<file path="src/rtl/sqrt_arb_pkg.sv">
// Shared types and default sizing for the square-root arbiter.
package sqrt_arb_pkg;

    typedef enum logic [1:0] {
        S_IDLE    = 2'd0,
        S_ISSUE   = 2'd1,
        S_WAIT    = 2'd2,
        S_RESPOND = 2'd3
    } state_t;

    localparam int DEF_NUM_REQ      = 4;
    localparam int DEF_WIDTH        = 12;
    localparam int DEF_SQRT_LATENCY = 8;

endpackage

</file>
<file path="src/rtl/rr_arbiter.sv">
// Combinational round-robin pick: first set request after i_last_grant, wrapping.
module rr_arbiter #(
    parameter  int N  = 4,
    localparam int IW = (N > 1) ? $clog2(N) : 1
) (
    input  logic [N-1:0]  i_req,
    input  logic [IW-1:0] i_last_grant,
    output logic [N-1:0]  o_grant,
    output logic [IW-1:0] o_idx,
    output logic          o_any
);

    logic [IW-1:0] w_pos;
    logic          w_found;

    always_comb begin
        o_grant = '0;
        o_idx   = '0;
        o_any   = |i_req;
        w_pos   = '0;
        w_found = 1'b0;
        for (int k = 1; k <= N; k++) begin
            w_pos = IW'((int'(i_last_grant) + k) % N);
            if (!w_found && i_req[w_pos]) begin
                o_grant[w_pos] = 1'b1;
                o_idx          = w_pos;
                w_found        = 1'b1;
            end
        end
    end

endmodule

</file>
<file path="src/rtl/sqrt_arbiter.sv">
// Round-robin front end sharing one fixed-latency SquareRoot core among NUM_REQ requesters.
module sqrt_arbiter
    import sqrt_arb_pkg::*;
#(
    parameter  int NUM_REQ      = DEF_NUM_REQ,
    parameter  int WIDTH        = DEF_WIDTH,
    parameter  int SQRT_LATENCY = DEF_SQRT_LATENCY,
    localparam int IW           = $clog2(NUM_REQ),
    localparam int CW           = (SQRT_LATENCY > 1) ? $clog2(SQRT_LATENCY) : 1
) (
    input  logic                     clk,
    input  logic                     rst_,
    input  logic [NUM_REQ-1:0]       req_valid,
    output logic [NUM_REQ-1:0]       req_ready,
    input  logic [NUM_REQ*WIDTH-1:0] req_operand,
    output logic [NUM_REQ-1:0]       rsp_valid,
    input  logic [NUM_REQ-1:0]       rsp_ready,
    output logic [WIDTH-1:0]         rsp_result,
    output logic                     sqrt_start,
    output logic [WIDTH-1:0]         sqrt_a,
    input  logic [WIDTH-1:0]         sqrt_q,
    output logic                     busy,
    output logic [IW-1:0]            grant_id
);

    state_t            r_state;
    state_t            w_next;
    logic [WIDTH-1:0]  r_a;
    logic [WIDTH-1:0]  r_result;
    logic [IW-1:0]     r_grant;
    logic [IW-1:0]     r_last;
    logic [CW-1:0]     r_cnt;
    logic [NUM_REQ-1:0] w_gnt;
    logic [IW-1:0]     w_idx;
    logic              w_any;

    rr_arbiter #(.N(NUM_REQ)) u_rr (
        .i_req        (req_valid),
        .i_last_grant (r_last),
        .o_grant      (w_gnt),
        .o_idx        (w_idx),
        .o_any        (w_any)
    );

    always_ff @(posedge clk or negedge rst_) begin
        if (!rst_) r_state <= S_IDLE;
        else       r_state <= w_next;
    end

    always_comb begin
        w_next     = r_state;
        req_ready  = '0;
        rsp_valid  = '0;
        sqrt_start = 1'b0;
        case (r_state)
            S_IDLE: begin
                if (w_any) begin
                    req_ready = w_gnt;
                    w_next    = S_ISSUE;
                end
            end
            S_ISSUE: begin
                sqrt_start = 1'b1;
                w_next     = S_WAIT;
            end
            S_WAIT: begin
                if (r_cnt == '0) w_next = S_RESPOND;
            end
            S_RESPOND: begin
                rsp_valid[r_grant] = 1'b1;
                if (rsp_ready[r_grant]) w_next = S_IDLE;
            end
            default: w_next = S_IDLE;
        endcase
    end

    // The core has no done flag, so its result is captured purely by cycle count.
    always_ff @(posedge clk or negedge rst_) begin
        if (!rst_) begin
            r_a      <= '0;
            r_result <= '0;
            r_grant  <= '0;
            r_last   <= IW'(NUM_REQ - 1);
            r_cnt    <= '0;
        end else begin
            case (r_state)
                S_IDLE: begin
                    if (w_any) begin
                        r_a     <= req_operand[w_idx*WIDTH +: WIDTH];
                        r_grant <= w_idx;
                    end
                end
                S_ISSUE: r_cnt <= CW'(SQRT_LATENCY - 1);
                S_WAIT: begin
                    r_cnt <= r_cnt - CW'(1);
                    if (r_cnt == '0) r_result <= sqrt_q;
                end
                S_RESPOND: begin
                    if (rsp_ready[r_grant]) r_last <= r_grant;
                end
                default: ;
            endcase
        end
    end

    assign sqrt_a     = r_a;
    assign rsp_result = r_result;
    assign grant_id   = r_grant;
    assign busy       = (r_state != S_IDLE);

endmodule

</file>
<file path="config.mk">
export PLATFORM = sky130hd
export DESIGN_NAME = sqrt_arbiter
export DESIGN_NICKNAME = d
export VERILOG_FILES = /design/src/rtl/sqrt_arb_pkg.sv /design/src/rtl/rr_arbiter.sv /design/src/rtl/sqrt_arbiter.sv
export SDC_FILE = /design/constraint.sdc
export NUM_CORES = 1
export LEC_CHECK = 0
export BUFFER_PORTS_ARGS = -buffer_cell sky130_fd_sc_hd__buf_4
export CELL_PAD_IN_SITES_DETAIL_PLACEMENT = 1
export CELL_PAD_IN_SITES_GLOBAL_PLACEMENT = 1
export CORE_MARGIN = 3
export CORE_UTILIZATION = 38
export CTS_CLUSTER_SIZE = 12
export DETAILED_ROUTE_END_ITERATION = 10
export PLACE_DENSITY_LB_ADDON = 0.08
export SYNTH_ARGS = -nofsm -noshare
export SYNTH_HDL_FRONTEND = slang
export SYNTH_SLANG_ARGS = --single-unit
</file>
<file path="constraint.sdc">
create_clock -name clk -period 4.7 [get_ports clk]
set_input_delay 0.235 -clock clk [delete_from_list [all_inputs] [get_ports clk]]
set_output_delay 0.235 -clock clk [all_outputs]
set_load 0.01 [all_outputs]
</file>
==> flow_summary.ini <==
[timing]
whs_ps = 185
slew_headroom = 0.465
skew_ps = 12.7
final.setup.tns_ps = 0
rsz0062_at_grt = no
fin_crit_sh = 0.789
setup_violations = 0
drv_slew = 0
min_period_ps = 3710
worst_slew_pin_slew_ps = 802
fin_ws_ps = 992
hold_viol = 0
max_freq_ghz = 0.270

[clocking]
numCtsBuffers = 5
cts.path.max_buffers = 2
h-tree-depth = 2
numClockSinks = 33
clk_latency_ps = 280
cts_setup_buffers = 0
cts_root_buf = clkbuf_8
path_clk_slew_ps = 70
cts_tree = built

[worst_setup_path]
worstPathArrival_ps = 3840
cp_max_fo = 25
timing.rr.start = r_last[0]
path_class = register to register
slowest_stage = mux4_1
path_cells = inv_1, ha_1, mux4_1, or3_4, a21oi_4, buf_4, mux2i_1, o221ai_2
r2r_slack_ps = 990
cp-end-kind = register
start_kind = register
cp_slowest_stage_delay_ps = 770
crit_required_ps = 4840
reg2reg_depth = 8
r2r-end = sqrt_a[7]

[floorplanning]
ios = 106
initial_utilization = 0.406
die_width_um = 83.9
die_y_um = 83.9
core_um2 = 5680
num_rows = 27
die-area_um2 = 7030

[grt]
grt.overflow.total = 0
grt_max_degree = 34
grt_first_pass_wirelength_mm = 10.8
antenna_found_initial = 0
grt_pass1_vias = 2243
grt.total_usage = 0.188

[yosys]
ys_warn_count = 0
synth-seq-area-share = 0.360
synth_ff_type = dfrtp_1
ys_async_sr_fraction = 1.00
ys_ff_latch = 33
netlist_top_cells_area = dfrtp_1 34%, mux2i_1 11%, ha_1 7.6%
syn_avg_cell_area_um2 = 11.3
syn_inst = 204
syn-num-nets = 288
synth_top_area_frac = 0.337
post-synth-top-area-cell = dfrtp_1
yosys.cell_types.count = 46
synth-edff-count = 0
syn_area_um2 = 2300

[power]
p_sw_frac = 0.424
combPwrFrac = 0.619
internal_power_w = 0.00117
seqPwrFrac = 0.246
powerDensity_nw_per_um2 = 629
max-vdd-ir-drop_uv = 314
p_sw_w = 0.000858
p_clk_frac = 0.136
leakage_nw = 1.58

[layout]
nFillCells = 651
drive_gt1_frac = 0.485
seqCellArea_um2 = 828
n_antenna_cell = 0
areaGrowthSynthToFinish_pct = 39.8
nets = 390
multi_input_area_um2 = 1350
final_core_util = 0.567

[drt]
num_vias = 1996
drcViolationCount = 0
finalWirelength_mm = 6.57
viasPerCell = 5.27
wl_per_cell_um = 17.3
dr.pass1.iters = 4
detail-route-antenna-nets = 0
initialDrtViolationCount = 51

[placed_design]
dp.final_hpwl_mm = 5.10
gp_congestion = 0.771
portBuffers = 105
place_ws_ps = 938

[hold_path]
hold_path.class = input port to register
holdPathEnd = rsp_result[0]
worstHoldPathCells = 2
min_from = sqrt_q[0]

[status]
outcome = finished, final reports clean

[flow_run]
drv_cap = 0
==> area by class of cell <==
type / instances / share of cell area
flip-flops and latches: 33 / 0.257
multi-input cells: 151 / 0.418
well taps: 72 / 0.0280
repair buffers: 108 / 0.253
clock inverters: 1 / 0.00932
clock buffers: 7 / 0.0268
inverters: 7 / 0.00816
==> worst max-delay path by stage <==
| stage | startpoint | end | slack [ps] | cells past startpoint |
|---|---|---|---|---|
| 2_1_floorplan | r_last[0] | sqrt_a[2] | 1470 | 9 |
| 3_3_place_gp | r_last[0] | sqrt_a[7] | 1110 | 8 |
| 3_5_place_dp | r_last[0] | sqrt_a[7] | 940 | 8 |
| 4_1_cts | r_last[0] | sqrt_a[7] | 960 | 8 |
| 5_1_grt | r_last[0] | sqrt_a[7] | 790 | 8 |
| 6_report | r_last[0] | sqrt_a[7] | 990 | 8 |
==> routing by layer <==
metal  wire [um]  share of wire  up-vias  global-route usage
met5           0              0        -                   0
met4          39         0.0059        0              0.0351
met3         375          0.057        4              0.0612
met2        3550           0.54       54               0.346
met1        2600           0.40      979               0.212
li1            -              -      959                   -
==> power by group through the flow <==
stage	Clock, W	Sequential, W	Combinational, W
detailed placement	0	0.000502	0.00127
global placement	0	0.000500	0.00123
floorplan	0	0.000493	0.000950
finish	0.000274	0.000498	0.00125
global route	0.000299	0.000518	0.00138
CTS	0.000285	0.000499	0.00128
==> state kept, by name (all words and copies together) (netlist names) <==
| signal | count |
|---|---|
| rsp_result | 12 |
| sqrt_a | 12 |
| r_last | 2 |
| grant_id | 2 |
| r_cnt | 3 |
| r_state | 2 |
==> metrics by stage <==
stage / total power [W] / instance area, um^2 / std cells
6_report: 0.00203 / 3220 / 379
3_5_place_dp: 0.00177 / 3090 / 370
5_1_grt: 0.00220 / 3220 / 379
3_3_place_gp: 0.00173 / 3090 / 370
2_1_floorplan: 0.00144 / 2300 / 204
4_1_cts: 0.00206 / 3220 / 379
==> cell usage after synthesis, types with 2 or more instances <==
cell	count
or3_1	2
mux2_2	15
buf_6	3
o21ai_0	2
nor3_1	2
o221ai_1	3
ha_1	14
buf_2	3
mux2i_1	25
o221ai_2	9
nor4_1	2
nand3_1	2
inv_1	7
nand2_1	18
nand2b_1	4
mux4_1	2
dfstp_2	2
clkbuf_1	4
nand3b_1	2
mux4_2	2
a221oi_1	7
a22oi_1	4
nor2_1	16
o21a_1	2
dfrtp_1	31
==> logic make-up (layout without fill, tap and decap cells) <==
kind of cell / after synthesis / in the layout / share of synthesized area
multiplexers: 44 / 44 / 0.224
buffers and inverters: 20 / 123 / 0.0559
flip-flops: 33 / 33 / 0.360
adder cells (fa/ha/maj): 14 / 14 / 0.0760
AND/OR/NAND/NOR: 57 / 57 / 0.125
AO/OA/AOI/OAI: 36 / 36 / 0.159
==> cell usage in the layout (no fill, tap or decap), types with 2 or more instances in the layout <==
master	Yosys	layout
nor3_1	2	2
buf_4	0	107
o21ai_0	2	2
nor2_1	16	16
mux2i_1	25	25
nand3_1	2	2
nor4_1	2	2
nand2_1	18	18
mux2_2	15	15
inv_1	7	7
o221ai_1	3	3
dfstp_2	2	2
clkbuf_8	0	6
or3_1	2	2
dfrtp_1	31	31
mux4_2	2	2
a22oi_1	4	4
o21a_1	2	2
mux4_1	2	2
a221oi_1	7	7
o221ai_2	9	9
nand3b_1	2	2
ha_1	14	14
nand2b_1	4	4
==> critical path, delay by kind of cell (launching register included) <==
family	cells	cell delay, ps
simple gates	1	460
fa+ha+maj	1	440
buf+inv	2	560
flops	1	750
compound gates	2	270
mux	2	1080
==> repair_timing <==
item / 4_1_cts / 5_1_grt
hold buffers: 1 / 0
hold endpoints to repair: 31 / 0
resized for setup: 0 / 0
Note: power is estimated with default switching activity, not from simulation.
